$ cat config.mk
export PLATFORM = sky130hd
export DESIGN_NAME = hazard_control_unit
export DESIGN_NICKNAME = d
export VERILOG_FILES = /design/src/rtl/hazard_control_unit.sv
export SDC_FILE = /design/constraint.sdc
export NUM_CORES = 1
export LEC_CHECK = 0
export CAP_MARGIN = 15
export CELL_PAD_IN_SITES_DETAIL_PLACEMENT = 1
export CELL_PAD_IN_SITES_GLOBAL_PLACEMENT = 2
export CORE_ASPECT_RATIO = 1.75
export CORE_MARGIN = 2
export CORE_UTILIZATION = 29
export DETAILED_ROUTE_END_ITERATION = 12
export PLACE_DENSITY_LB_ADDON = 0.1
export SLEW_MARGIN = 20
export SYNTH_ARGS = -nofsm -noshare
export SYNTH_HDL_FRONTEND = slang
export SYNTH_SLANG_ARGS = --single-unit
$ cat constraint.sdc
create_clock -name clk -period 4.1 [get_ports clk]
set_input_delay 1.025 -clock clk [delete_from_list [all_inputs] [get_ports clk]]
set_output_delay 1.025 -clock clk [all_outputs]
set_load 0.02 [all_outputs]
$ cat src/rtl/hazard_control_unit.sv
// Pipeline hazard controller for the 5-stage MIPS core: load-use and branch-operand
// stalls, multi-cycle load stall, memory wait-state freeze, branch flush and statistics.
module hazard_control_unit #(
    parameter int REG_W      = 5,
    parameter int LOAD_STALL = 1,
    parameter int CNT_W      = 16
) (
    input  logic             clk,
    input  logic             reset,
    input  logic [REG_W-1:0] rs_id,
    input  logic [REG_W-1:0] rt_id,
    input  logic             rt_used_id,
    input  logic             branch_id,
    input  logic             branch_taken_id,
    input  logic             mem_read_ex,
    input  logic             reg_write_ex,
    input  logic [REG_W-1:0] write_reg_ex,
    input  logic             mem_read_mem,
    input  logic [REG_W-1:0] write_reg_mem,
    input  logic             mem_ready,
    input  logic             mem_access_mem,
    output logic             pc_write,
    output logic             if_id_write,
    output logic             id_ex_bubble,
    output logic             if_id_flush,
    output logic             pipe_freeze,
    output logic [CNT_W-1:0] stall_cycles,
    output logic [CNT_W-1:0] flush_count
);

    typedef enum logic [1:0] {
        ST_RUN    = 2'd0,
        ST_LSTALL = 2'd1,
        ST_MWAIT  = 2'd2
    } state_t;

    localparam logic [3:0]       LS_INIT  = 4'(LOAD_STALL - 1);
    localparam logic [REG_W-1:0] REG_ZERO = {REG_W{1'b0}};
    localparam logic [CNT_W-1:0] CNT_MAX  = {CNT_W{1'b1}};
    localparam logic [CNT_W-1:0] CNT_ONE  = CNT_W'(1);

    state_t           state_q, state_d;
    logic [3:0]       cnt_q, cnt_d;
    logic             saved_ls_q, saved_ls_d;
    logic [CNT_W-1:0] stall_cnt_q, stall_cnt_d;
    logic [CNT_W-1:0] flush_cnt_q, flush_cnt_d;

    logic ex_rs_s, ex_rt_s, mem_rs_s, mem_rt_s;
    logic load_use_s, br_ex_s, br_mem_s, mem_wait_s;
    logic pc_write_s, if_id_write_s, bubble_s, flush_s, freeze_s;

    // Hazard detection; register 0 is never a real dependency.
    always_comb begin
        ex_rs_s    = (write_reg_ex != REG_ZERO) && (write_reg_ex == rs_id);
        ex_rt_s    = (write_reg_ex != REG_ZERO) && (write_reg_ex == rt_id);
        mem_rs_s   = (write_reg_mem != REG_ZERO) && (write_reg_mem == rs_id);
        mem_rt_s   = (write_reg_mem != REG_ZERO) && (write_reg_mem == rt_id);
        load_use_s = mem_read_ex && (ex_rs_s || (rt_used_id && ex_rt_s));
        br_ex_s    = branch_id && reg_write_ex && !mem_read_ex && (ex_rs_s || ex_rt_s);
        br_mem_s   = branch_id && mem_read_mem && (mem_rs_s || mem_rt_s);
        mem_wait_s = mem_access_mem && !mem_ready;
    end

    // Next-state and control-output decode; freeze beats stall beats flush.
    always_comb begin
        state_d       = state_q;
        cnt_d         = cnt_q;
        saved_ls_d    = saved_ls_q;
        pc_write_s    = 1'b1;
        if_id_write_s = 1'b1;
        bubble_s      = 1'b0;
        flush_s       = 1'b0;
        freeze_s      = 1'b0;
        case (state_q)
            ST_RUN: begin
                if (mem_wait_s) begin
                    pc_write_s    = 1'b0;
                    if_id_write_s = 1'b0;
                    freeze_s      = 1'b1;
                    saved_ls_d    = 1'b0;
                    state_d       = ST_MWAIT;
                end else if (load_use_s) begin
                    pc_write_s    = 1'b0;
                    if_id_write_s = 1'b0;
                    bubble_s      = 1'b1;
                    if (LOAD_STALL > 1) begin
                        state_d = ST_LSTALL;
                        cnt_d   = LS_INIT;
                    end else begin
                        state_d = ST_RUN;
                    end
                end else if (br_ex_s || br_mem_s) begin
                    pc_write_s    = 1'b0;
                    if_id_write_s = 1'b0;
                    bubble_s      = 1'b1;
                end else if (branch_taken_id) begin
                    flush_s = 1'b1;
                end else begin
                    state_d = ST_RUN;
                end
            end
            ST_LSTALL: begin
                pc_write_s    = 1'b0;
                if_id_write_s = 1'b0;
                if (mem_wait_s) begin
                    freeze_s   = 1'b1;
                    saved_ls_d = 1'b1;
                    state_d    = ST_MWAIT;
                end else begin
                    bubble_s = 1'b1;
                    cnt_d    = cnt_q - 4'd1;
                    if (cnt_q <= 4'd1) begin
                        state_d = ST_RUN;
                    end else begin
                        state_d = ST_LSTALL;
                    end
                end
            end
            ST_MWAIT: begin
                pc_write_s    = 1'b0;
                if_id_write_s = 1'b0;
                freeze_s      = 1'b1;
                if (mem_ready) begin
                    state_d = saved_ls_q ? ST_LSTALL : ST_RUN;
                end else begin
                    state_d = ST_MWAIT;
                end
            end
            default: begin
                state_d    = ST_RUN;
                cnt_d      = 4'd0;
                saved_ls_d = 1'b0;
            end
        endcase
    end

    // Saturating statistics counters.
    always_comb begin
        if (!pc_write_s && (stall_cnt_q != CNT_MAX)) begin
            stall_cnt_d = stall_cnt_q + CNT_ONE;
        end else begin
            stall_cnt_d = stall_cnt_q;
        end
        if (flush_s && (flush_cnt_q != CNT_MAX)) begin
            flush_cnt_d = flush_cnt_q + CNT_ONE;
        end else begin
            flush_cnt_d = flush_cnt_q;
        end
    end

    // State, stall counter and statistics registers.
    always_ff @(posedge clk) begin
        if (reset) begin
            state_q     <= ST_RUN;
            cnt_q       <= 4'd0;
            saved_ls_q  <= 1'b0;
            stall_cnt_q <= {CNT_W{1'b0}};
            flush_cnt_q <= {CNT_W{1'b0}};
        end else begin
            state_q     <= state_d;
            cnt_q       <= cnt_d;
            saved_ls_q  <= saved_ls_d;
            stall_cnt_q <= stall_cnt_d;
            flush_cnt_q <= flush_cnt_d;
        end
    end

    // While reset is held the pipeline is kept still with a bubble in ID/EX.
    assign pc_write     = !reset && pc_write_s;
    assign if_id_write  = !reset && if_id_write_s;
    assign id_ex_bubble = reset || bubble_s;
    assign if_id_flush  = !reset && flush_s;
    assign pipe_freeze  = !reset && freeze_s;
    assign stall_cycles = stall_cnt_q;
    assign flush_count  = flush_cnt_q;

endmodule
==> flow_metrics.tcl <==
set metrics [dict create \
    clock_path_buffers 2 \
    holdPathStages 2 \
    finalNetCount 459 \
    cp_num_buf_inv 2 \
    p_leak_uw 0.001463 \
    whs_ns 0.5058 \
    p_comb_frac 0.189 \
    async_reset_ff_frac 0 \
    cp-endpoint "pc_write" \
    crit_path_end_kind "output port" \
    cp.arrival_ns 3.02 \
    rsz0062_at_grt "yes" \
    io_pins 67 \
    crit_chain "clkdlybuf4s50_1 -> xor2_1 -> nor3_2 -> a32oi_2 -> o32a_2 -> nand2_1 -> a21oi_2 -> clkdlybuf4s15_1" \
    setup_viol 0 \
    p_sw_uw 261.2 \
    ys_seq_area_frac 0.2824 \
    portBuffers 66 \
    rr_endpoint "flush_count[8]$_SDFFE_PP0P_" \
    grt_usage 0.1774 \
    synth_top_area_frac 0.2824 \
    slew_headroom 0.5420 \
    synth_top_area_cell "dfxtp_1" \
    drtIter0Drc 57 \
    ctsHtreeMaxLevel 2 \
    worstHoldStart "saved_ls_q$_SDFFE_PP0P_" \
    powerDensity_nw_per_um2 254.2 \
    synth_area_leaders "dfxtp_1 28%, mux2_2 8.1%, nor2_1 5.7%" \
    place_inst 535 \
    core_um2 9350 \
    grt_pass1_wl_mm 14.64 \
    synth_cells 345 \
    period_minus_slack_ns 4.046 \
    path_class "in -> out" \
    fillers 1121 \
    finalPower_uw 968.5 \
    fin_cells 543 \
    r2r_slack_ns 1.56 \
    seqPwrFrac 0.404 \
    path_clk_slew_ns 0.05 \
    cap_violations 0 \
    status "completed" \
    wire_per_inst_um 16.42 \
    r2r-start "state_q[0]$_SDFFE_PP0P_" \
    fin_setup_tns_ns 0 \
    reg2regPathDepth 8 \
    critPathLaunch "rs_id[2]" \
    cpPeakStageDelay_ns 0.49 \
    fp.dieW_um 77.82 \
    area_growth_pct 37.78 \
    avgSynthCellArea_um2 8.015 \
    ys_ff_latch 39 \
    final-seq-area_um2 780.7 \
    dieArea_um2 10360 \
    cts_made_buffers 5 \
    peakVddDrop_mv 0.1496 \
    antenna_left 0 \
    synth_area_um2 2765 \
    crit_cells 8 \
    skew_ns 0.004703 \
    fin_util 0.4075 \
    crit_required_ns 3.07 \
    antenna_found_initial 0 \
    antennaDiodeCount 0 \
    swShare 0.2696 \
    yosysWarnings 0 \
    max_freq_mhz 247.2 \
    tightest_slew_ns 0.6807 \
    worstHoldPathType "reg -> reg" \
    multi_input_area_um2 1862 \
    crit_slowest_cell "clkdlybuf4s50_1" \
    firstDrtPassIters 4 \
    ys_types 55 \
    cts_tree "yes" \
    vias_per_cell 5.077 \
    drive_above_1_share 0.1663 \
    cp_max_fo 3 \
    syn-num-nets 383 \
    yosysMostFrequentCell "nor2_1" \
    synth_common_cells "42 x nor2_1, 39 x dfxtp_1, 30 x a21oi_1, 25 x nor2b_1, 20 x mux2_2" \
    drt-total-wl_mm 8.915 \
    vias 2757 \
    timing_hold_violations_final 0 \
    clkPwrFrac 0.406 \
    die_y_um 133.2 \
    drc 0 \
    period_share 0.9869 \
    final_max_slew_viol_count 0 \
    synth-edff-count 0 \
    start_kind "input port" \
    start_util 0.2957 \
    grt_max_degree 42 \
    cts-root-buf "clkbuf_16" \
    place_congestion 0.7796 \
    internal_power_uw 707.4 \
    yosys_most_used_dff "dfxtp_1" \
    place_hpwl_mm 6.963 \
    ctsHoldBuffers 0 \
    cp_top_family "buffers and inverters" \
    grt_pass1_vias 3012 \
    cts.sinks 39 \
    std_cell_rows 47 \
    gr-total-overflow 0 \
    clock_latency_ns 0.28 \
]
state kept, by name (all words and copies together), names as in the netlist:
register and count:
cnt_q 4, flush_count 16, saved_ls_q 1, stall_cycles 16, state_q 2
worst reg2reg max path, stage by stage (launching register included):
cell     delay, ns
dfxtp_1       0.36
inv_1         0.13
ha_1          0.25
and2_1        0.17
buf_4         0.24
nand2_1       0.18
a21o_1        0.26
or4_1         0.51
mux2_1        0.33
worst min-delay path by stage:
stage	endpoint
after detailed placement	saved_ls_q$_SDFFE_PP0P_
after global routing	saved_ls_q$_SDFFE_PP0P_
after global placement	saved_ls_q$_SDFFE_PP0P_
after floorplan	saved_ls_q$_SDFFE_PP0P_
after CTS	saved_ls_q$_SDFFE_PP0P_
final	saved_ls_q$_SDFFE_PP0P_
power groups by stage:
stage               Sequential [uW]  Combinational (uW)  Clock (uW)
detailed placement              400                 184           0
finish                          392                 183         394
floorplan                       402                92.3           0
global route                    392                 200         423
CTS                             392                 183         413
global placement                400                 182           0
cell usage in the layout (no fill, tap or decap), types with 3 or more instances in the layout:
| master | n |
|---|---|
| nand3_1 | 18 |
| a21oi_1 | 29 |
| ha_1 | 8 |
| mux2i_1 | 4 |
| and3_1 | 5 |
| or4_1 | 5 |
| dfxtp_1 | 39 |
| clkbuf_16 | 5 |
| and4_1 | 4 |
| xor2_1 | 16 |
| nand2_1 | 15 |
| buf_4 | 22 |
| o21ai_0 | 4 |
| nand2b_1 | 5 |
| a31o_2 | 3 |
| mux2_2 | 20 |
| nor3_1 | 11 |
| nor2_1 | 42 |
| and2_1 | 3 |
| inv_1 | 13 |
| nor3b_1 | 5 |
| nand4_1 | 11 |
| nor2b_1 | 25 |
| mux2_1 | 3 |
| clkdlybuf4s50_1 | 61 |
cell type report:
cell class	count	area share
multi-input combinational	273	0.4887
sequential	39	0.2049
inverter	14	0.01412
timing repair buffer	88	0.2145
clock buffer	6	0.03645
clock inverter	1	0.001314
tap	122	0.04007
timing repair:
| action | in CTS | in global routing |
|---|---|---|
| endpoints found under the setup margin | 4 | 4 |
| setup buffers | 0 | 1 |
| pin swaps | 0 | 3 |
| resized for setup | 7 | 8 |
cell families after synthesis:
family                   share of synthesized area
AND/OR/NAND/NOR                             0.3032
AO/OA/AOI/OAI                               0.1539
flip-flops                                  0.2824
multiplexers                                0.1081
adder cells (fa/ha/maj)                    0.03620
XOR/XNOR                                   0.06335
buffers and inverters                      0.05294
metrics by stage:
step	area (um2)	worst slack [ns]
after floorplan	2769	0.08707
after global placement	3642	-0.2959
after detailed placement	3642	-0.3290
after CTS	3784	-0.05447
after global routing	3810	-0.06309
final	3810	0.05390
per-layer routing:
layer	vias to the layer above	share of wire	global-route usage
met1	1327	0.36	0.1721
met3	8	0.039	0.03117
met2	54	0.59	0.3645
li1	1368	-	-
met5	-	0	0
met4	0	0.012	0.05159
(Power assumes the default switching activity.)
